`config.mk`:
```
export PLATFORM = sky130hd
export DESIGN_NAME = keypad_scan_controller
export DESIGN_NICKNAME = d
export VERILOG_FILES = /design/src/rtl/keypad_scan_controller.sv
export SDC_FILE = /design/constraint.sdc
export NUM_CORES = 1
export LEC_CHECK = 0
export ABC_AREA = 1
export CAP_MARGIN = 20
export CELL_PAD_IN_SITES_DETAIL_PLACEMENT = 0
export CELL_PAD_IN_SITES_GLOBAL_PLACEMENT = 2
export CORE_MARGIN = 4
export CORE_UTILIZATION = 31
export DETAILED_ROUTE_END_ITERATION = 7
export GPL_TIMING_DRIVEN = 0
export PLACE_DENSITY_LB_ADDON = 0.1
export SYNTH_ARGS = -nofsm -noshare
export SYNTH_HDL_FRONTEND = slang
export SYNTH_SLANG_ARGS = --single-unit
```
`constraint.sdc`:
```
create_clock -name clk -period 1.62 [get_ports clk]
set_input_delay 0.324 -clock clk [delete_from_list [all_inputs] [get_ports clk]]
set_output_delay 0.324 -clock clk [all_outputs]
set_load 0.05 [all_outputs]
```
`src/rtl/keypad_scan_controller.sv`:
```
// 4x4 matrix keypad scanner: rotates a one-hot row drive, debounces one key at a time and
// reports each accepted press once, shifting it into a two-digit display register.
module keypad_scan_controller #(
  parameter int unsigned SCAN_DIV        = 4096,
  parameter int unsigned DEBOUNCE_CYCLES = 480000
) (
  input  logic       clk,
  input  logic       reset,
  input  logic [3:0] col_sync,
  output logic [3:0] r_sel,
  output logic [3:0] key_code,
  output logic       key_valid,
  output logic [3:0] left,
  output logic [3:0] right
);

  localparam int unsigned ScanW = $clog2(SCAN_DIV);
  localparam int unsigned DbW   = $clog2(DEBOUNCE_CYCLES);

  localparam logic [ScanW-1:0] ScanLast = ScanW'(SCAN_DIV - 1);
  localparam logic [DbW-1:0]   DbLast   = DbW'(DEBOUNCE_CYCLES - 1);

  typedef enum logic [1:0] {
    StScan,
    StDebounce,
    StHeld,
    StRelease
  } state_e;

  state_e           state_q, state_d;
  logic [ScanW-1:0] scan_cnt_q, scan_cnt_d;
  logic [DbW-1:0]   db_cnt_q, db_cnt_d;
  logic [1:0]       row_q, row_d;
  logic [3:0]       r_sel_q, r_sel_d;
  logic [3:0]       col_q, col_d;
  logic [3:0]       key_code_q, key_code_d;
  logic             key_valid_q, key_valid_d;
  logic [3:0]       left_q, left_d;
  logic [3:0]       right_q, right_d;

  logic             col_single;
  logic [3:0]       lookup_code;

  // (row, col) -> hex legend printed on the keypad
  function automatic logic [3:0] key_lookup(input logic [1:0] row, input logic [3:0] col);
    logic [1:0] c;
    logic [3:0] code;
    case (col)
      4'b0001: c = 2'd0;
      4'b0010: c = 2'd1;
      4'b0100: c = 2'd2;
      4'b1000: c = 2'd3;
      default: c = 2'd0;
    endcase
    case ({row, c})
      4'h0:    code = 4'h1;
      4'h1:    code = 4'h2;
      4'h2:    code = 4'h3;
      4'h3:    code = 4'hA;
      4'h4:    code = 4'h4;
      4'h5:    code = 4'h5;
      4'h6:    code = 4'h6;
      4'h7:    code = 4'hB;
      4'h8:    code = 4'h7;
      4'h9:    code = 4'h8;
      4'hA:    code = 4'h9;
      4'hB:    code = 4'hC;
      4'hC:    code = 4'hE;
      4'hD:    code = 4'h0;
      4'hE:    code = 4'hF;
      default: code = 4'hD;
    endcase
    return code;
  endfunction

  // Chords (several columns at once) are ambiguous and deliberately ignored.
  assign col_single  = (col_sync != 4'b0000) && ((col_sync & (col_sync - 4'd1)) == 4'b0000);
  assign lookup_code = key_lookup(row_q, col_q);

  always_comb begin
    state_d     = state_q;
    scan_cnt_d  = scan_cnt_q;
    db_cnt_d    = db_cnt_q;
    row_d       = row_q;
    col_d       = col_q;
    key_code_d  = key_code_q;
    key_valid_d = 1'b0;
    left_d      = left_q;
    right_d     = right_q;

    unique case (state_q)
      StScan: begin
        if (col_single) begin
          col_d    = col_sync;
          db_cnt_d = '0;
          state_d  = StDebounce;
        end else if (scan_cnt_q == ScanLast) begin
          scan_cnt_d = '0;
          row_d      = row_q + 2'd1;
        end else begin
          scan_cnt_d = scan_cnt_q + 1'b1;
        end
      end

      StDebounce: begin
        if (col_sync != col_q) begin
          // Bounce: retry the same row with a full dwell.
          scan_cnt_d = '0;
          state_d    = StScan;
        end else if (db_cnt_q == DbLast) begin
          db_cnt_d    = '0;
          key_valid_d = 1'b1;
          key_code_d  = lookup_code;
          left_d      = right_q;
          right_d     = lookup_code;
          state_d     = StHeld;
        end else begin
          db_cnt_d = db_cnt_q + 1'b1;
        end
      end

      StHeld: begin
        if (col_sync == 4'b0000) begin
          db_cnt_d = '0;
          state_d  = StRelease;
        end
      end

      StRelease: begin
        if (col_sync != 4'b0000) begin
          state_d = StHeld;
        end else if (db_cnt_q == DbLast) begin
          db_cnt_d   = '0;
          scan_cnt_d = '0;
          row_d      = row_q + 2'd1;
          state_d    = StScan;
        end else begin
          db_cnt_d = db_cnt_q + 1'b1;
        end
      end

      default: state_d = StScan;
    endcase

    r_sel_d = 4'b0001 << row_d;
  end

  always_ff @(posedge clk or posedge reset) begin
    if (reset) begin
      state_q     <= StScan;
      scan_cnt_q  <= '0;
      db_cnt_q    <= '0;
      row_q       <= 2'd0;
      r_sel_q     <= 4'b0001;
      col_q       <= 4'b0000;
      key_code_q  <= 4'h0;
      key_valid_q <= 1'b0;
      left_q      <= 4'h0;
      right_q     <= 4'h0;
    end else begin
      state_q     <= state_d;
      scan_cnt_q  <= scan_cnt_d;
      db_cnt_q    <= db_cnt_d;
      row_q       <= row_d;
      r_sel_q     <= r_sel_d;
      col_q       <= col_d;
      key_code_q  <= key_code_d;
      key_valid_q <= key_valid_d;
      left_q      <= left_d;
      right_q     <= right_d;
    end
  end

  assign r_sel     = r_sel_q;
  assign key_code  = key_code_q;
  assign key_valid = key_valid_q;
  assign left      = left_q;
  assign right     = right_q;

endmodule

```
==> results of run 1 <==
==> Yosys cell counts (all sizes together) (2+ instances only) <==
library cell	count	share of area (%)
dfrtp	51	37
nor3	12	1.8
o211ai	2	0.44
buf	8	2.2
o21ai	32	5.2
clkbuf	5	0.55
xnor2	2	0.51
nand2	117	13
inv	54	6.0
nand3	38	5.9
xor2	16	4.1
o22ai	2	0.37
nand4	16	2.9
a21oi	20	3.0
nor2	65	8.9
ha	12	4.4
a21boi	2	0.44
==> state kept, by name, summed over array words and instances, names as in the netlist <==
register	cells
left	4
scan_cnt_q	12
r_sel	4
row_q	2
key_valid	1
col_q	4
right	4
db_cnt_q	19
state_q	2
==> final cells by class <==
type                       count  area [um^2]
buffer                        10         86.3
clock buffer                   5         68.8
clock inverter                 3         23.8
fill                        1078         5860
inverter                      54          228
multi-input combinational    345         2260
sequential                    52         1310
tap                          140          175
timing repair buffer          84          773
timing repair inverter         1         11.3
==> per-layer routing <==
metal / vias up / GRT usage [%]
met1: 1620 / 22.9
met3: 6 / 2.03
li1: 1687 / -
met4: 0 / 3.61
met5: - / 0
met2: 26 / 26.8
==> cell families (layout without fill, tap and decap cells) <==
group                    count (synthesis)  after routing  synth area share (%)
adder cells (fa/ha/maj)                 12             12                  4.40
AND/OR/NAND/NOR                        252            253                  33.6
buffers and inverters                   67            157                  8.76
XOR/XNOR                                18             18                  4.62
flip-flops                              52             52                  38.2
AO/OA/AOI/OAI                           62             62                  10.4
==> worst register-to-register path, stage by stage, from the launching register on <==
cell and delay, ns:
dfrtp_2 0.46, buf_4 0.15, xor2_1 0.14, nor2_2 0.16
buf_4 0.15, a21boi_4 0.05, nor2_4 0.11, buf_12 0.15
inv_6 0.04, buf_6 0.13, nand2_2 0.05, o21ai_2 0.04
==> power by group through the flow <==
stage	clock network (mW)	registers, mW	logic (mW)
finish	0.801	1.76	4.40
global route	0.897	1.79	4.83
CTS	0.855	1.69	4.24
detailed placement	0	1.70	2.59
global placement	0	1.70	2.59
floorplan	0	1.79	1.78
==> how the worst max path moves through the flow <==
stage | to | slack (ns)
finish | db_cnt_q[1] | -0.11
global route | right[2] | -0.23
CTS | right[2] | -0.08
detailed placement | db_cnt_q[15] | -0.70
global placement | left[0] | -1.25
floorplan | scan_cnt_q[3] | -0.04
==> per-stage QoR <==
stage,std cells,worst slack [ns],instance area (um^2),total power [mW],TNS [ns]
floorplan,463,-0.0384,3440,3.57,-0.220
global placement,625,-1.25,3830,4.28,-88.93
detailed placement,626,-0.699,3850,4.29,-24.34
CTS,688,-0.0772,4740,6.79,-0.844
global route,694,-0.225,4940,7.51,-6.96
finish,694,-0.107,4940,6.96,-2.42
==> repair_timing <==
action	in CTS	in global routing
hold endpoints to repair	0	0
gates resized for setup	142	63
pin swaps	33	32
endpoints found under the setup margin	65	51
setup buffers	50	12
gates cloned	5	0
hold buffers	0	0
==> results.json, run 1 <==
{
  "period_share_pct": 107,
  "cp_slowest_cell": "dfrtp_2",
  "swShare_pct": 45.5,
  "dr.pass1.iters": 4,
  "critPathKind": "reg2reg",
  "wl_met1_um": 4910,
  "rows": 38,
  "synth-edff-count": 0,
  "drt-total-wl_um": 10000,
  "synthArstFlopShare_pct": 100,
  "hold_ws_ns": 0.297,
  "grt_overflow": 0,
  "syn_nets": 481,
  "port_buffers": 22,
  "finalWorstSetupSlack_ns": -0.107,
  "failed_checks": "setup timing",
  "yosysWarnings": 0,
  "routed_via_density": 4.81,
  "hold_class": "in2async",
  "routed-wl-met2_um": 4860,
  "antenna_cells": 0,
  "ios": 23,
  "ys_seq_elements": 52,
  "cp.arrival_ns": 1.93,
  "path_max_fanout": 7,
  "fmax_mhz": 579,
  "grt_pass1_wl_um": 16800,
  "ys_types": 40,
  "irDropWorstVdd_uv": 841,
  "syn_avg_cell_area_um2": 7.37,
  "grtUsageTotal_pct": 16.3,
  "start_kind": "flop",
  "highest_layer": "met4",
  "critical_path.max_stage_delay_ns": 0.46,
  "post-dp-hpwl_um": 6570,
  "drive_gt1_share_pct": 41.5,
  "seq_power_share_pct": 25.2,
  "gp_congestion": 0.772,
  "relSlewSlack_pct": 67.0,
  "cts.sinks": 52,
  "setup_violations": 36,
  "wire_per_inst_um": 14.5,
  "path_delay_family": "buffers and inverters",
  "dr_wl_met3_um": 200,
  "final_antenna_net_count": 0,
  "nets": 571,
  "area_delta_synth_final_pct": 44.7,
  "drt_iter0_drc": 134,
  "crit_top_cell": "buf_4",
  "run_status": "complete, but fails checks",
  "ys_seq_area_share_pct": 38.2,
  "final_common_cell": "nand2_1",
  "required_ns": 1.83,
  "post-route-util_pct": 45.7,
  "clockBufferDepth": 2,
  "cts_tree": "built",
  "slew_violations": 0,
  "die-width_um": 113,
  "dr_total_vias": 3339,
  "clkTransAtPathRegs_ns": 0.10,
  "combPwrFrac_pct": 63.3,
  "synthCells": 463,
  "synthFlopType": "dfrtp_1",
  "numCtsBuffers": 5,
  "timing.max_cap.violations": 0,
  "p_leak_nw": 2.20,
  "hold_viol": 0,
  "cp_num_cells": 11,
  "core_mm2": 0.0108,
  "power.density_mw_per_mm2": 1410,
  "cp_num_buf_inv": 5,
  "cts_root_buf": "clkbuf_8",
  "p_int_mw": 3.79,
  "r2r_cells": 11,
  "worst_pin_slew_ns": 0.497,
  "drcViolationCount": 0,
  "antenna_found_initial": 0,
  "reg2reg_to": "db_cnt_q[1]",
  "die-area_mm2": 0.0127,
  "startpoint": "col_q[2]",
  "p_switching_mw": 3.17,
  "grt_max_degree": 39,
  "worstSkewPairLatency_ns": 0.32,
  "synth_area_mm2": 0.00341,
  "rrSetupSlack_ns": -0.11,
  "rsz0062_at_grt": "yes",
  "layout_common_cells": "79 x nand2_1, 49 x buf_4, 43 x dfrtp_1, 38 x nor2_1, 33 x nand2_2",
  "grt_pass1_vias": 3343,
  "initial_core_util_pct": 31.6,
  "clockPowerShare_pct": 11.5,
  "min_period_ns": 1.73,
  "worstReg2RegStart": "col_q[2]",
  "crit_path_end_kind": "flop",
  "dieHeight_um": 113,
  "fin_skew_ns": 0.0149,
  "path_cells": "buf_4, xor2_1, nor2_2, buf_4, a21boi_4, nor2_4, buf_12, inv_6, buf_6, nand2_2, o21ai_2",
  "h-tree-depth": 2
}
Power figures use the tool's default switching activity.
==> run 2, diff against run 1 <==
--- a/config.mk
+++ b/config.mk
@@ -9,6 +9,7 @@
 export CAP_MARGIN = 20
 export CELL_PAD_IN_SITES_DETAIL_PLACEMENT = 0
 export CELL_PAD_IN_SITES_GLOBAL_PLACEMENT = 2
+export CORE_ASPECT_RATIO = 0.7
 export CORE_MARGIN = 4
 export CORE_UTILIZATION = 31
 export DETAILED_ROUTE_END_ITERATION = 7
==> results.json, run 2 (synthesized netlist as in run 1, its figures left out) <==
{
  "crit_path_end_kind": "flop",
  "worstSkewPairLatency_ns": 0.30,
  "largestRegisters": "db_cnt_q (19), scan_cnt_q (12)",
  "p_leak_nw": 2.23,
  "p_switching_mw": 3.34,
  "grt_overflow": 0,
  "failed_checks": "setup timing",
  "dieHeight_um": 95.8,
  "area_delta_synth_final_pct": 47.1,
  "drt-total-wl_um": 10400,
  "period_share_pct": 107,
  "core_mm2": 0.0106,
  "startpoint": "db_cnt_q[1]",
  "h-tree-depth": 2,
  "crit_top_cell": "nand2_4",
  "regMostFlops": "db_cnt_q",
  "final_antenna_net_count": 0,
  "cts_root_buf": "clkbuf_16",
  "start_kind": "flop",
  "setup_violations": 34,
  "seq_power_share_pct": 23.1,
  "drive_gt1_share_pct": 41.7,
  "dr_total_vias": 3317,
  "clockPowerShare_pct": 16.4,
  "die-area_mm2": 0.0128,
  "post-dp-hpwl_um": 6900,
  "grt_pass1_vias": 3295,
  "rows": 31,
  "drt_iter0_drc": 142,
  "worst_pin_slew_ns": 0.582,
  "clockBufferDepth": 2,
  "irDropWorstVdd_uv": 652,
  "dr.pass1.iters": 4,
  "port_buffers": 22,
  "required_ns": 1.80,
  "final_common_cell": "nand2_1",
  "rsz0062_at_grt": "yes",
  "power.density_mw_per_mm2": 1530,
  "path_cells": "ha_4, nand3_4, inv_4, nand2_4, nor2_4, inv_4, nand2_4, nand2_4, nor2_8, buf_12, inv_8, nor2_4, a21oi_2",
  "fmax_mhz": 576,
  "cts_tree": "built",
  "finalPower_mw": 7.66,
  "layout_common_cells": "83 x nand2_1, 51 x buf_4, 42 x nor2_1, 38 x dfrtp_1, 32 x inv_1",
  "run_status": "complete, but fails checks",
  "numCtsBuffers": 5,
  "relSlewSlack_pct": 61.1,
  "worstReg2RegStart": "db_cnt_q[1]",
  "clkTransAtPathRegs_ns": 0.07,
  "p_int_mw": 4.32,
  "grt_max_degree": 29,
  "cts.sinks": 52,
  "hold_viol": 0,
  "antenna_cells": 0,
  "swShare_pct": 43.6,
  "ios": 23,
  "timing.max_cap.violations": 0,
  "post-route-util_pct": 47.6,
  "largest_reg_flops": 19,
  "slew_violations": 0,
  "min_period_ns": 1.74,
  "antenna_found_initial": 0,
  "initial_core_util_pct": 32.3,
  "rrSetupSlack_ns": -0.12,
  "tns_ns": -1.61,
  "gp_congestion": 0.762,
  "critical_path.max_stage_delay_ns": 0.40,
  "hold_class": "in2async",
  "cp_slowest_cell": "dfrtp_1",
  "nets": 569,
  "place_ws_ns": -0.729,
  "critPathKind": "reg2reg",
  "die-width_um": 133,
  "grtUsageTotal_pct": 17.0,
  "cp.arrival_ns": 1.92,
  "grt_pass1_wl_um": 17100,
  "fin_skew_ns": 0.00535,
  "combPwrFrac_pct": 60.5,
  "reg2reg_to": "scan_cnt_q[3]",
  "wire_per_inst_um": 14.9,
  "finalWorstSetupSlack_ns": -0.117,
  "routed_via_density": 4.74,
  "r2r_cells": 13,
  "postCtsHoldBufs": 0,
  "crit_end": "scan_cnt_q[3]",
  "path_max_fanout": 7,
  "drcViolationCount": 0
}
## run 2: changes by cell type in the layout (fill, tap and decap cells not counted), sizes merged
cell / change
buf: -1
bufinv: +1
clkinvlp: -1
nand3: -1
## run 2: timing repair
action                                  CTS  global route
resized for setup                       131            75
setup buffers                            49             9
endpoints found under the setup margin   65            51
pin swaps                                33            21
cloned                                    4             0
## run 2: stage by stage
step / std cells / area, um^2 / hold slack (ns)
3_3_place_gp: 633 / 3840 / 0.461
2_1_floorplan: 463 / 3440 / 0.434
5_1_grt: 700 / 5020 / 0.477
6_report: 700 / 5020 / 0.400
3_5_place_dp: 634 / 3860 / 0.467
4_1_cts: 694 / 4750 / 0.422
## run 2: worst min-delay path by stage
stage / slack [ns] / end / from / cells after the start
detailed placement: 0.47 / left[0] / left[0] / 2
floorplan: 0.43 / col_q[2] / col_sync[2] / 2
CTS: 0.42 / col_q[1] / reset / 2
global placement: 0.46 / left[1] / left[1] / 2
global route: 0.48 / col_q[1] / reset / 2
finish: 0.40 / col_q[1] / reset / 2
## run 2: critical path, delay by kind of cell (launching register included)
family,cells,cell delay (ns)
AO/OA/AOI/OAI,1,0.03
adder cells (fa/ha/maj),1,0.17
buffers and inverters,4,0.32
flip-flops,1,0.40
AND/OR/NAND/NOR,7,0.68
## run 2: power groups by stage
stage	combinational [mW]	clock, mW	sequential (mW)
5_1_grt	5.00	1.36	1.80
3_5_place_dp	2.61	0	1.70
2_1_floorplan	1.78	0	1.79
6_report	4.64	1.25	1.77
3_3_place_gp	2.59	0	1.70
4_1_cts	4.19	1.30	1.70
## run 2: area by class of cell
type	instances	area, um^2
fillers	1081	5530
clock buffers	5	125
inverters	54	225
well taps	148	185
flip-flops and latches	52	1320
clock inverters	3	42.5
plain buffers	11	105
multi-input cells	344	2270
repair buffers	82	737
repair inverters	1	8.76
## run 2: metal layers
metal	global-route usage, %	part of all wire (%)
met4	3.51	1.1
met1	25.6	53
met3	3.24	4.3
met2	25.3	42
met5	0	0
==> variant 1: new RTL, config.mk and constraints of run 2 <==
`DEBOUNCE_CYCLES`: 480000 -> 960000.
--- a/src/rtl/keypad_scan_controller.sv
+++ b/src/rtl/keypad_scan_controller.sv
@@ -3,5 +3,5 @@
 module keypad_scan_controller #(
   parameter int unsigned SCAN_DIV        = 4096,
-  parameter int unsigned DEBOUNCE_CYCLES = 480000
+  parameter int unsigned DEBOUNCE_CYCLES = 960000
 ) (
   input  logic       clk,
Behaviour: same outputs for any inputs over 10 cycles, from zero or initial values and one cycle with reset high; that may be too few to reach the edited logic, so the function may still have changed.
==> variant 1 against run 2 <==
The run still ends with setup timing left. Cell area is 5.1% higher. Clock skew down 0.0010 ns. Cell count increased by 3.9%. Count of clock-buffer cells in the layout is 1 higher. Via count up 4.8%. Wire length is 2.7% higher. Sequential cell count is 1 higher. Synthesized area up 4.0%. Power is 1.7% lower. Setup slack lost 0.041 ns. Largest cell class unchanged. Largest power group unchanged.
==> variant 1: results <==
placed_design:
  dp.cells: 655
  gp_congestion: 0.7982
  place_area_mm2: 0.004001
  dp_hpwl_um: 7097
  post-place-ws_ns: -0.6253
  port_buffers: 22
routing:
  drtPass1Iterations: 5
  drt_iter0_drc: 154
  wirelength_met1_um: 5648
  top_layer: "met4"
  vias: 3477
  routed_wl_um: 10690
  met2_length_um: 4453
  met3_length_um: 460
worst_setup_path:
  max_stage_delay_ns: 0.39
  arrival_ns: 1.97
  critPathSlowestCell: "dfrtp_1"
  worstPathMaxFanout: 6
global_route:
  grt_usage_pct: 16.52
  grt_max_degree: 33
  antenna_found_initial: 0
  grt_pass1_wl_um: 17620
  grt_pass1_vias: 3426
synthesis:
  synth_area_leaders: "dfrtp_1 37%, nand2_1 12%, nor2_1 5.8%, inv_1 5.0%, nand3_1 4.5%"
  synth_flop_cell: "dfrtp_1"
  synth.distinct_cells: 40
  yosysMostFrequentCell: "nand2_1"
  synth_cells: 479
  yosysWarnings: 0
  netlist_top_cells_count: "116 x nand2_1, 55 x nor2_1, 52 x dfrtp_1"
  seq_area_frac_synth_pct: 37.40
  async_flop_share_pct: 100.0
  synth_nets: 497
timing:
  setup_violations: 38
  setup_slack_ns: -0.1574
  clock-skew-final_ns: 0.004311
  setup_tns_ns: -3.738
  timing.slew.headroom_pct: 49.40
clocking:
  cts_buffers: 5
  insertion_delay_ns: 0.30
  clock_path_buffers: 2
  clock_tree.htree_level_count: 2
  path_clk_slew_ns: 0.07
  cts_root_buffer: "clkbuf_16"
layout:
  diodes: 0
  top_regs: "db_cnt_q x20, scan_cnt_q x12"
  layout-drive-gt1-share_pct: 39.90
  final_net_count: 591
  finalNonFillerCells: 727
  num-fill-cells: 1113
power:
  vdd_drop_max_v: 0.0007105
  leakagePower_nw: 2.428
outcome:
  status: "complete, but fails checks"
  violations: "setup timing"
worst_hold_path:
  hp-class: "in2reg"
==> variant 1: cell count changes in the layout (fill, tap and decap cells not counted), sizes merged, moves of 2 or more <==
cell	before	now
a21oi	20	17
nand2	117	126
buf	68	77
xor2	16	14
clkbuf	10	13
nand3	38	35
nand4	16	22
o21ai	32	39
==> variant 1: path summary, 6_finish.rpt <==
kind	from	to	slack, ns	cells after the start
max in group asynchronous	reset	db_cnt_q[18]$_DFFE_PP0P_	0.54	3
worst min register to register	left[2]$_DFFE_PP0P_	left[2]$_DFFE_PP0P_	0.49	2
worst max-delay path	db_cnt_q[1]$_DFFE_PP0P_	scan_cnt_q[9]$_DFFE_PP0P_	-0.16	13
min in group asynchronous	reset	scan_cnt_q[7]$_DFFE_PP0P_	0.48	2
worst max register to register	db_cnt_q[1]$_DFFE_PP0P_	scan_cnt_q[9]$_DFFE_PP0P_	-0.16	13
worst min-delay path	col_sync[2]	col_q[2]$_DFFE_PP0P_	0.30	3
==> variant 1: kinds of logic (layout without fill, tap and decap cells) <==
group	Yosys count	after routing	synth area share, %
DFF	53	53	37.40
xor gates and xnor gates	15	15	3.701
adders and majority gates	12	12	4.230
buffers and inverters	71	166	9.411
AOI/OAI and AO/OA	63	63	9.835
and+or+nand+nor	265	265	35.42
==> variant 1: cell type report <==
class                           count  area, µm²  share of cell area (%)
Timing Repair inverter              1      11.26                  0.2135
Clock buffer                        6      128.9                   2.443
Inverter                           54      230.2                   4.364
Buffer                             15      151.4                   2.870
Multi-Input combinational cell    355       2330                   44.16
Timing Repair Buffer               88      885.9                   16.79
Clock inverter                      2      15.01                  0.2846
Sequential cell                    53       1331                   25.24
Tap cell                          153      191.4                   3.629
==> variant 1: critical path: cells and delay by family, from the launching register on <==
| kind | cells | cell delay, ns |
|---|---|---|
| and+or+nand+nor | 8 | 0.79 |
| AOI/OAI and AO/OA | 1 | 0.03 |
| adders and majority gates | 1 | 0.16 |
| DFF | 1 | 0.39 |
| buffers and inverters | 3 | 0.26 |
==> variant 1: repair_timing <==
action / in CTS / in global routing
pin swaps: 44 / 25
endpoints found under the setup margin: 65 / 51
resized for setup: 154 / 50
setup buffers: 52 / 9
cloned: 4 / 2
==> variant 1: layer usage <==
layer | GRT usage [%] | vias to the layer above
li1 | - | 1745
met1 | 25.42 | 1666
met2 | 23.89 | 57
met3 | 2.950 | 9
met4 | 3.408 | 0
met5 | 0 | -
==> variant 1: power by group <==
group | internal, mW | switching (mW) | leakage [nW]
combinational | 2.12 | 2.61 | 1.66
clock | 0.576 | 0.533 | 0.0631
sequential | 1.54 | 0.160 | 0.701
==> variant 1: metrics by stage <==
step	power, mW	hold WS, ns
after floorplan	3.741	0.4336
after global placement	4.502	0.4577
after detailed placement	4.515	0.4662
after CTS	7.002	0.4008
after global routing	8.050	0.3711
final	7.531	0.3003
==> variant 2: new RTL, flow settings as in run 2 <==
Made on the original files. `key_code_q` no longer has a reset.
--- a/src/rtl/keypad_scan_controller.sv
+++ b/src/rtl/keypad_scan_controller.sv
@@ -154,5 +154,4 @@
       r_sel_q     <= 4'b0001;
       col_q       <= 4'b0000;
-      key_code_q  <= 4'h0;
       key_valid_q <= 1'b0;
       left_q      <= 4'h0;
@@ -165,9 +164,12 @@
       r_sel_q     <= r_sel_d;
       col_q       <= col_d;
-      key_code_q  <= key_code_d;
       key_valid_q <= key_valid_d;
       left_q      <= left_d;
       right_q     <= right_d;
     end
+  end
+
+  always_ff @(posedge clk) begin
+    key_code_q <= key_code_d;
   end
 
Function: no difference found for any inputs over 4 cycles, from zero or initial values and one cycle with reset high; that may be too few to reach the edited logic, so the function may still have changed.
==> variant 2 against run 2 <==
The flow still finishes with violations (setup timing). Power up 2.1%. Sequential power up 5%. Largest cell class unchanged. Clock skew up 0.0057 ns. Combinational power up 3%. Wire length down 0.93%. Synthesized area up 1.6%. Cell count up 1.3%. Sequential cell count up 4. Critical path type unchanged. Cell area up 3.9%. Setup slack better by 0.0098 ns.
==> variant 2: results <==
routing:
  vias: 3396
  drt_iter0_drc: 194
  met2_length_um: 4475
power:
  p_sw_mw: 3.384
global_route:
  met1_usage_pct: 24.10
  grt_pass1_wl_um: 17090
  grt_usage_pct: 16.58
  grt_max_degree: 37
  use_met2_pct: 25.38
  grt_pass1_vias: 3348
synthesis:
  synth_area_leaders: "dfrtp_1 37%, nand2_1 12%, inv_1 6.8%, o21ai_0 5.5%, nand3_1 4.8%"
  synth_cells: 461
  synth_edf_count: 4
  seq_area_frac_synth_pct: 41.05
worst_setup_path:
  arrival_ns: 1.79
  rr_worst_depth: 11
  cpLargestDelayFamily: "flip-flops"
  worstPathMaxFanout: 4
  critPathSlowestCell: "dfrtp_2"
  r2r_start: "col_q[2]$_DFFE_PP0P_"
layout:
  finalNonFillerCells: 709
  final_net_count: 578
timing:
  setup_tns_ns: -1.796
  setup_slack_ns: -0.1068
  setup_violations: 38
outcome:
  status: "complete, but fails checks"
  violations: "setup timing"
placed_design:
  gp_congestion: 0.7606
==> variant 2: kinds of logic after synthesis <==
group	share of synthesized area, %
flops	41.05
simple gates	32.24
buf+inv	8.339
xor+xnor	4.296
compound gates	9.423
mux	0.3249
fa+ha+maj	4.332
==> variant 2: final cells by class <==
class,instances,area [µm²]
Buffer,6,55.05
Clock buffer,5,125.1
Clock inverter,3,23.77
Fill cell,1058,5411
Inverter,67,281.5
Multi-Input combinational cell,332,2217
Sequential cell,56,1434
Tap cell,148,185.2
Timing Repair Buffer,91,885.9
Timing Repair inverter,1,8.758
==> variant 2: power by group through the flow <==
stage	combinational, mW	sequential, mW	clock [mW]
global placement	2.47	1.88	0
global route	5.20	1.90	1.27
detailed placement	2.47	1.88	0
floorplan	1.66	1.97	0
CTS	3.93	1.87	1.22
finish	4.79	1.86	1.18
==> variant 2: final timing paths <==
kind	to
worst max-delay path	key_code[2]$_DFFE_PP_
worst min-delay path	state_q[1]$_DFFE_PP0P_
worst max register to register	key_code[2]$_DFFE_PP_
worst min register to register	left[2]$_DFFE_PP0P_
max in group asynchronous	db_cnt_q[15]$_DFFE_PP0P_
min in group clk	col_q[3]$_DFFE_PP0P_
==> variant 2: per-stage QoR <==
stage / utilization (%) / area (µm²) / worst slack (ns)
final: 49.08 / 5216 / -0.1068
after global placement: 36.79 / 3910 / -1.282
after CTS: 45.08 / 4791 / -0.1230
after detailed placement: 36.98 / 3930 / -0.7583
after floorplan: - / 3505 / -0.05073
after global routing: 49.08 / 5216 / -0.2179
==> variant 2: what timing repair did <==
action	in CTS	in global routing
cloned	3	1
setup endpoints to repair	73	55
buffers inserted	46	19
hold endpoints to repair	0	0
resized for setup	126	81
pin swaps	41	43
